**src/rtl/alu_share_arbiter.sv**
```systemverilog
// Round-robin sharing of one combinational ALU between two valid/ready requesters.
// Optional control-code legality check: define ALU_ARB_CTL_CHECK_EN.
module alu_share_arbiter #(
  parameter int DATA_W = 32,
  parameter int CTL_W  = 4
) (
  input  logic              clk,
  input  logic              rst,
  input  logic              req0_valid,
  output logic              req0_ready,
  input  logic [CTL_W-1:0]  req0_ctl,
  input  logic [DATA_W-1:0] req0_a,
  input  logic [DATA_W-1:0] req0_b,
  input  logic              req1_valid,
  output logic              req1_ready,
  input  logic [CTL_W-1:0]  req1_ctl,
  input  logic [DATA_W-1:0] req1_a,
  input  logic [DATA_W-1:0] req1_b,
  output logic              rsp0_valid,
  input  logic              rsp0_ready,
  output logic              rsp1_valid,
  input  logic              rsp1_ready,
  output logic [DATA_W-1:0] rsp_data,
  output logic              rsp_zero,
  output logic              rsp_err,
  output logic [CTL_W-1:0]  alu_ctl,
  output logic [DATA_W-1:0] alu_a,
  output logic [DATA_W-1:0] alu_b,
  input  logic [DATA_W-1:0] alu_out,
  input  logic              alu_zero
);

  typedef enum logic [1:0] {
    IDLE = 2'd0,
    EXEC = 2'd1,
    RESP = 2'd2
  } state_t;

  state_t state;
  state_t state_nx;

  logic              last_grant;
  logic              owner;
  logic [CTL_W-1:0]  op_ctl;
  logic [DATA_W-1:0] op_a;
  logic [DATA_W-1:0] op_b;
  logic [DATA_W-1:0] res_data;
  logic              res_zero;
  logic              res_err;

  logic              grant0;
  logic              grant1;
  logic              accept;
  logic              acc_port;
  logic              acc_bad;
  logic              rsp_take;
  logic [CTL_W-1:0]  acc_ctl;
  logic [DATA_W-1:0] acc_a;
  logic [DATA_W-1:0] acc_b;

  // Tie goes to the port that did not win last time.
  always_comb begin
    grant0 = req0_valid & (~req1_valid | last_grant);
    grant1 = req1_valid & (~req0_valid | ~last_grant);
  end

  always_comb begin
    accept   = (req0_valid & req0_ready) | (req1_valid & req1_ready);
    acc_port = req1_ready;
    acc_ctl  = acc_port ? req1_ctl : req0_ctl;
    acc_a    = acc_port ? req1_a   : req0_a;
    acc_b    = acc_port ? req1_b   : req0_b;
    rsp_take = owner ? rsp1_ready : rsp0_ready;
  end

`ifdef ALU_ARB_CTL_CHECK_EN
  always_comb begin
    acc_bad = (acc_ctl >= CTL_W'(11)) && (acc_ctl <= CTL_W'(14));
  end
`else
  always_comb begin
    acc_bad = 1'b0;
  end
`endif

  always_ff @(posedge clk) begin
    if (rst) state <= IDLE;
    else     state <= state_nx;
  end

  always_comb begin
    state_nx = state;
    unique case (state)
      IDLE: begin
        if (accept) state_nx = acc_bad ? RESP : EXEC;
      end
      EXEC: state_nx = RESP;
      RESP: begin
        if (rsp_take) state_nx = IDLE;
      end
      default: state_nx = IDLE;
    endcase
  end

  always_comb begin
    req0_ready = 1'b0;
    req1_ready = 1'b0;
    rsp0_valid = 1'b0;
    rsp1_valid = 1'b0;
    unique case (1'b1)
      (state == IDLE): begin
        req0_ready = ~rst & grant0;
        req1_ready = ~rst & grant1;
      end
      (state == RESP): begin
        rsp0_valid = ~owner;
        rsp1_valid = owner;
      end
      default: ;
    endcase
  end

  always_ff @(posedge clk) begin
    if (rst) begin
      last_grant <= 1'b1;
      owner      <= 1'b0;
      op_ctl     <= '0;
      op_a       <= '0;
      op_b       <= '0;
      res_data   <= '0;
      res_zero   <= 1'b0;
      res_err    <= 1'b0;
    end else begin
      if (state == IDLE && accept) begin
        owner      <= acc_port;
        last_grant <= acc_port;
        if (acc_bad) begin
          res_data <= '0;
          res_zero <= 1'b1;
          res_err  <= 1'b1;
        end else begin
          op_ctl <= acc_ctl;
          op_a   <= acc_a;
          op_b   <= acc_b;
        end
      end
      if (state == EXEC) begin
        res_data <= alu_out;
        res_zero <= alu_zero;
        res_err  <= 1'b0;
      end
    end
  end

  always_comb begin
    alu_ctl  = op_ctl;
    alu_a    = op_a;
    alu_b    = op_b;
    rsp_data = res_data;
    rsp_zero = res_zero;
    rsp_err  = res_err;
  end

endmodule

```
**config.mk**
```make
export PLATFORM = sky130hd
export DESIGN_NAME = alu_share_arbiter
export DESIGN_NICKNAME = d
export VERILOG_FILES = /design/src/rtl/alu_share_arbiter.sv
export SDC_FILE = /design/constraint.sdc
export NUM_CORES = 1
export LEC_CHECK = 0
export CAP_MARGIN = 20
export CORE_ASPECT_RATIO = 2
export CORE_MARGIN = 8
export CORE_UTILIZATION = 40
export CTS_BUF_LIST = sky130_fd_sc_hd__clkbuf_4 sky130_fd_sc_hd__clkbuf_8
export CTS_CLUSTER_DIAMETER = 150
export DETAILED_ROUTE_END_ITERATION = 10
export DONT_BUFFER_PORTS = 1
export SETUP_SLACK_MARGIN = 0.2
export SYNTH_ARGS = -nofsm -noshare
export SYNTH_HDL_FRONTEND = slang
export SYNTH_SLANG_ARGS = --single-unit
```
**constraint.sdc**
```tcl
create_clock -name clk -period 2.1 [get_ports clk]
set_input_delay 0.21 -clock clk [delete_from_list [all_inputs] [get_ports clk]]
set_output_delay 0.21 -clock clk [all_outputs]
set_load 0.01 [all_outputs]
```
== Word level (Yosys, flattened, before mapping) ==
Index checks and enable logic that the tools add are counted.

* Bits in registers: 105
* Input port bits: 175
* Output and inout port bits: 106
* Logic and storage cells: 40

* Equal/unequal tests: 4
* Multiplexer cells: 11
* Bitwise operators: 14
* Reductions and logical operators: 3

{| class="wikitable"
|+ Operator list
! kind !! number
|-
| 32-bit 2-to-1 mux || 2
|-
| 1-bit AND || 6
|-
| 2-bit one-hot mux with 3 select lines || 1
|-
| 1-bit 2-to-1 mux || 5
|-
| 1-bit inverter || 5
|-
| 2-bit 2-to-1 mux || 2
|-
| 4-bit 2-to-1 mux || 1
|-
| 2-bit inequality test (second input constant) || 2
|-
| 1-bit bitwise OR || 3
|-
| 2-bit by 1-bit == test with 1-bit output (second input constant) || 1
|-
| 2-bit == test (second input constant) || 1
|-
| 2-bit zero test || 1
|-
| 2-bit AND reduction || 1
|-
| 1-bit logical AND || 1
|}

== Depth between registers and ports, before layout ==
* Depth in word-level cells: 9
* Gate-level depth with buffers: 7
* Depth with buffers taken out: 3

== Least setup slack after synthesis ==
OpenSTA, ideal clock, no wires.

* Path type: register -> register
* Start point: register state[1]
* End point: register last_grant
* Library setup time: 0.140 ns
* Arrival: 1.407 ns
* Data required time: 1.960 ns
* Slack: 0.553 ns
* Stages on the path, launching flop included: 5
* Buffers on the path: 1
* Period minus slack after synthesis: 1.547 ns
* Cell sequence: dfxtp_1 > or3_1 > clkbuf_2 > a211oi_1 > o21ai_0

* Cells in the longest elaborated chain, start to end: 5
* Elaborated cells between the ends (all ways): 7
* Those cells by class: mux (2); bitwise (3); reduce/logical (2)

{| class="wikitable"
|+ RTL lines
! element !! RTL line !! text
|-
| start, declared || 39 || <nowiki>state_t state;</nowiki>
|-
| start signal, assigned || 88 || <nowiki>else state <= state_nx;</nowiki>
|-
| 2-bit zero test || 111 || <nowiki>(state == IDLE): begin</nowiki>
|-
| 1-bit 2-to-1 mux || 110 || <nowiki>unique case (1'b1)</nowiki>
|-
| named net req0_ready || 10 || <nowiki>output logic req0_ready,</nowiki>
|-
| 1-bit AND || 68 || <nowiki>accept = (req0_valid & req0_ready) | (req1_valid & req1_ready);</nowiki>
|-
| 1-bit bitwise OR || 68 ||
|-
| 1-bit logical AND || 134 || <nowiki>if (state == IDLE && accept) begin</nowiki>
|-
| end signal, assigned || 136 || <nowiki>last_grant <= acc_port;</nowiki>
|-
| end, declared || 42 || <nowiki>logic last_grant;</nowiki>
|}

The timed path passes the listed nets, and every way through them passes these cells.
A chain may end at the register's enable or synchronous reset.

== Final worst setup path ==
* Start point: register state[1]
* End point: register res_data[20] (netlist: rsp_data[20])

* Cells in the longest elaborated chain, start to end: 1

{| class="wikitable"
|+ RTL lines
! element !! RTL line !! text
|-
| 2-bit by 1-bit == test with 1-bit output || 147 || <nowiki>if (state == EXEC) begin</nowiki>
|-
| end signal, assigned || 148 || <nowiki>res_data <= alu_out;</nowiki>
|-
| end, declared || 47 || <nowiki>logic [DATA_W-1:0] res_data;</nowiki>
|}

Every way passes these cells.

==> flow_summary.json <==
{
  "outcome": "complete, no violations",
  "whs_path_depth": 2,
  "fin_tns_setup_ns": 0,
  "layout_common_cells": "dlygate4sd3_1, a21oi_1, dfxtp_1, nand3_1, nand2_1",
  "rsz0062_at_grt": "no",
  "worst_hold_slack_ns": 0.0226,
  "clkSinkCount": 105,
  "io_buffers": 0,
  "timing.rr.start": "state[1]",
  "gr-usage-all-layers": 0.207,
  "dp_hpwl_um": 10900,
  "die_h_um": 169,
  "cts_max_level": 3,
  "ys_seq_elements": 105,
  "hold_start": "req1_a[29]",
  "pre_cts_slack_ns": 0.398,
  "fin_crit_ns": 1.78,
  "worstSetupPathType": "flip-flop to flip-flop",
  "row_count": 56,
  "drt_wl_total_um": 17300,
  "async_reset_ff_frac": 0,
  "maxCapViolations": 0,
  "period_share": 0.850,
  "drc": 0,
  "wl_per_cell_um": 21.6,
  "path_clk_slew_ns": 0.11,
  "leakage_nw": 2.10,
  "fin_worst_skew_ns": 0.00861,
  "netlist_instances": 572,
  "cp-end-kind": "flip-flop",
  "cp_top_family": "buffers and inverters",
  "slew_violations": 0,
  "rr_endpoint": "rsp_data[20]",
  "cp.required_ns": 2.41,
  "cts_made_buffers": 9,
  "yosysWarnings": 0,
  "synth_edf_count": 0,
  "layout_commonest_cell": "dlygate4sd3_1",
  "relSlewSlack": 0.559,
  "cts_root_buf": "clkbuf_8",
  "viasPerCell": 6.07,
  "gp_congestion": 0.750,
  "clockBufferDepth": 2,
  "first_pass_iters": 5,
  "antenna_found_initial": 0,
  "setup_ws_ns": 0.315,
  "arrival_ns": 2.09,
  "worstPathCellList": "nand2b_1 > buf_4 > nand2_1 > a21oi_1 > dlygate4sd3_1",
  "yosysSeqAreaShare": 0.449,
  "rr_worst_depth": 5,
  "worstSkewPairLatency_ns": 0.36,
  "max_freq_mhz": 560,
  "die_x_um": 92.5,
  "tightest_slew_ns": 0.661,
  "crit_buf_inv": 2,
  "powerDensity_nw_per_um2": 751,
  "grt_max_degree": 77,
  "total_power_w": 0.00468,
  "start_util": 0.405,
  "synthFlopType": "dfxtp_1",
  "reg2reg_setup_slack_ns": 0.32,
  "cts_tree": "built",
  "grt-ovfl-total": 0,
  "ant_nets": 0,
  "synthesis.nets": 747,
  "peakVddDrop_mv": 0.351,
  "path_max_fanout": 34,
  "hp-class": "primary input to flip-flop",
  "max_stage_delay_ns": 0.59,
  "syn_area_per_cell_sq_um": 8.19,
  "area_growth_pct": 33.1,
  "fin_nets": 825,
  "hold_viol": 0,
  "synth_area_sq_um": 4680,
  "core_sq_um": 11600,
  "slowest_stage": "dlygate4sd3_1",
  "min_to": "alu_a[29]",
  "die-area_sq_um": 15600,
  "drive_gt1_frac": 0.0809,
  "setup_violations": 0,
  "critPathLaunchType": "flip-flop",
  "cts_setup_buffers": 0,
  "ioPinCount": 281,
  "drtIter0Drc": 298,
  "grt_pass1_vias": 4796,
  "grt_pass1_wl_um": 26200,
  "yosysUniqueCellTypes": 30,
  "num_vias": 4859
}
[how the worst max path moves through the flow]
stage                     cells after the start            to     start  slack (ns)
after floorplan                               4    last_grant  state[1]        0.55
after global routing                          5  rsp_data[20]  state[1]        0.23
after CTS                                     3    req0_ready  state[1]        0.30
final                                         5  rsp_data[20]  state[1]        0.32
after global placement                        4     alu_b[24]  state[1]        0.45
after detailed placement                      4     alu_b[24]  state[1]        0.40
[cell type report]
class | instances | area (sq um)
multi-input cells | 390 | 2260
fillers | 1018 | 5330
clock inverters | 6 | 73.8
inverters | 3 | 11.3
repair buffers | 141 | 1470
clock buffers | 10 | 138
well taps | 145 | 181
diodes | 1 | 2.50
flip-flops and latches | 105 | 2100
[sequential cells by signal, indices dropped and copies added, names as in the netlist]
| signal | count |
|---|---|
| alu_ctl | 4 |
| owner | 1 |
| alu_b | 32 |
| last_grant | 1 |
| alu_a | 32 |
| rsp_data | 32 |
| state | 2 |
| rsp_zero | 1 |
[per-stage QoR]
stage               area, sq um  cells  utilization
floorplan                  4680    572            -
global placement           4710    658        0.408
detailed placement         4710    658        0.408
CTS                        6220    799        0.538
global route               6230    800        0.539
finish                     6230    801        0.539
[worst reg2reg max path, delay by kind of cell, from the launching register on]
family / cells / cell delay, ns
buffers and inverters: 2 / 0.91
flip-flops: 1 / 0.41
AND/OR/NAND/NOR: 2 / 0.23
AO/OA/AOI/OAI: 1 / 0.18
[cells in the mapped netlist, drive strengths merged, types with 2 or more instances]
master  count  share of area
inv         3         0.0024
buf        32          0.039
nor3b       2         0.0032
nand3      68          0.073
a21oi     103           0.11
a311oi     68           0.14
dfxtp     105           0.45
clkbuf     42          0.034
nand2      66          0.053
o21ai      69          0.074
[kinds of logic after synthesis]
logic type | Yosys count | share of synthesized area
multiplexers | 1 | 0.00214
buffers and inverters | 77 | 0.0756
flip-flops | 105 | 0.449
other | 1 | 0.000801
AND/OR/NAND/NOR | 144 | 0.140
AO/OA/AOI/OAI | 244 | 0.332
[routing by layer]
metal,up-vias,track usage,share of wire
met5,-,0,0
met4,0,0.0819,0.020
met3,25,0.0865,0.13
met2,308,0.331,0.49
met1,2261,0.236,0.36
li1,2265,-,-
[report_power, final]
part	switching [W]	internal (W)
combinational	0.000509	0.000428
sequential	0.000233	0.00217
clock	0.000736	0.000604
[timing repair]
action,in CTS,in global routing
pin swaps,1,0
endpoints found under the setup margin,2,1
endpoints found under the hold margin,104,1
hold buffers,125,1
gates resized for setup,7,1
Note: power is estimated with default switching activity, not from simulation.
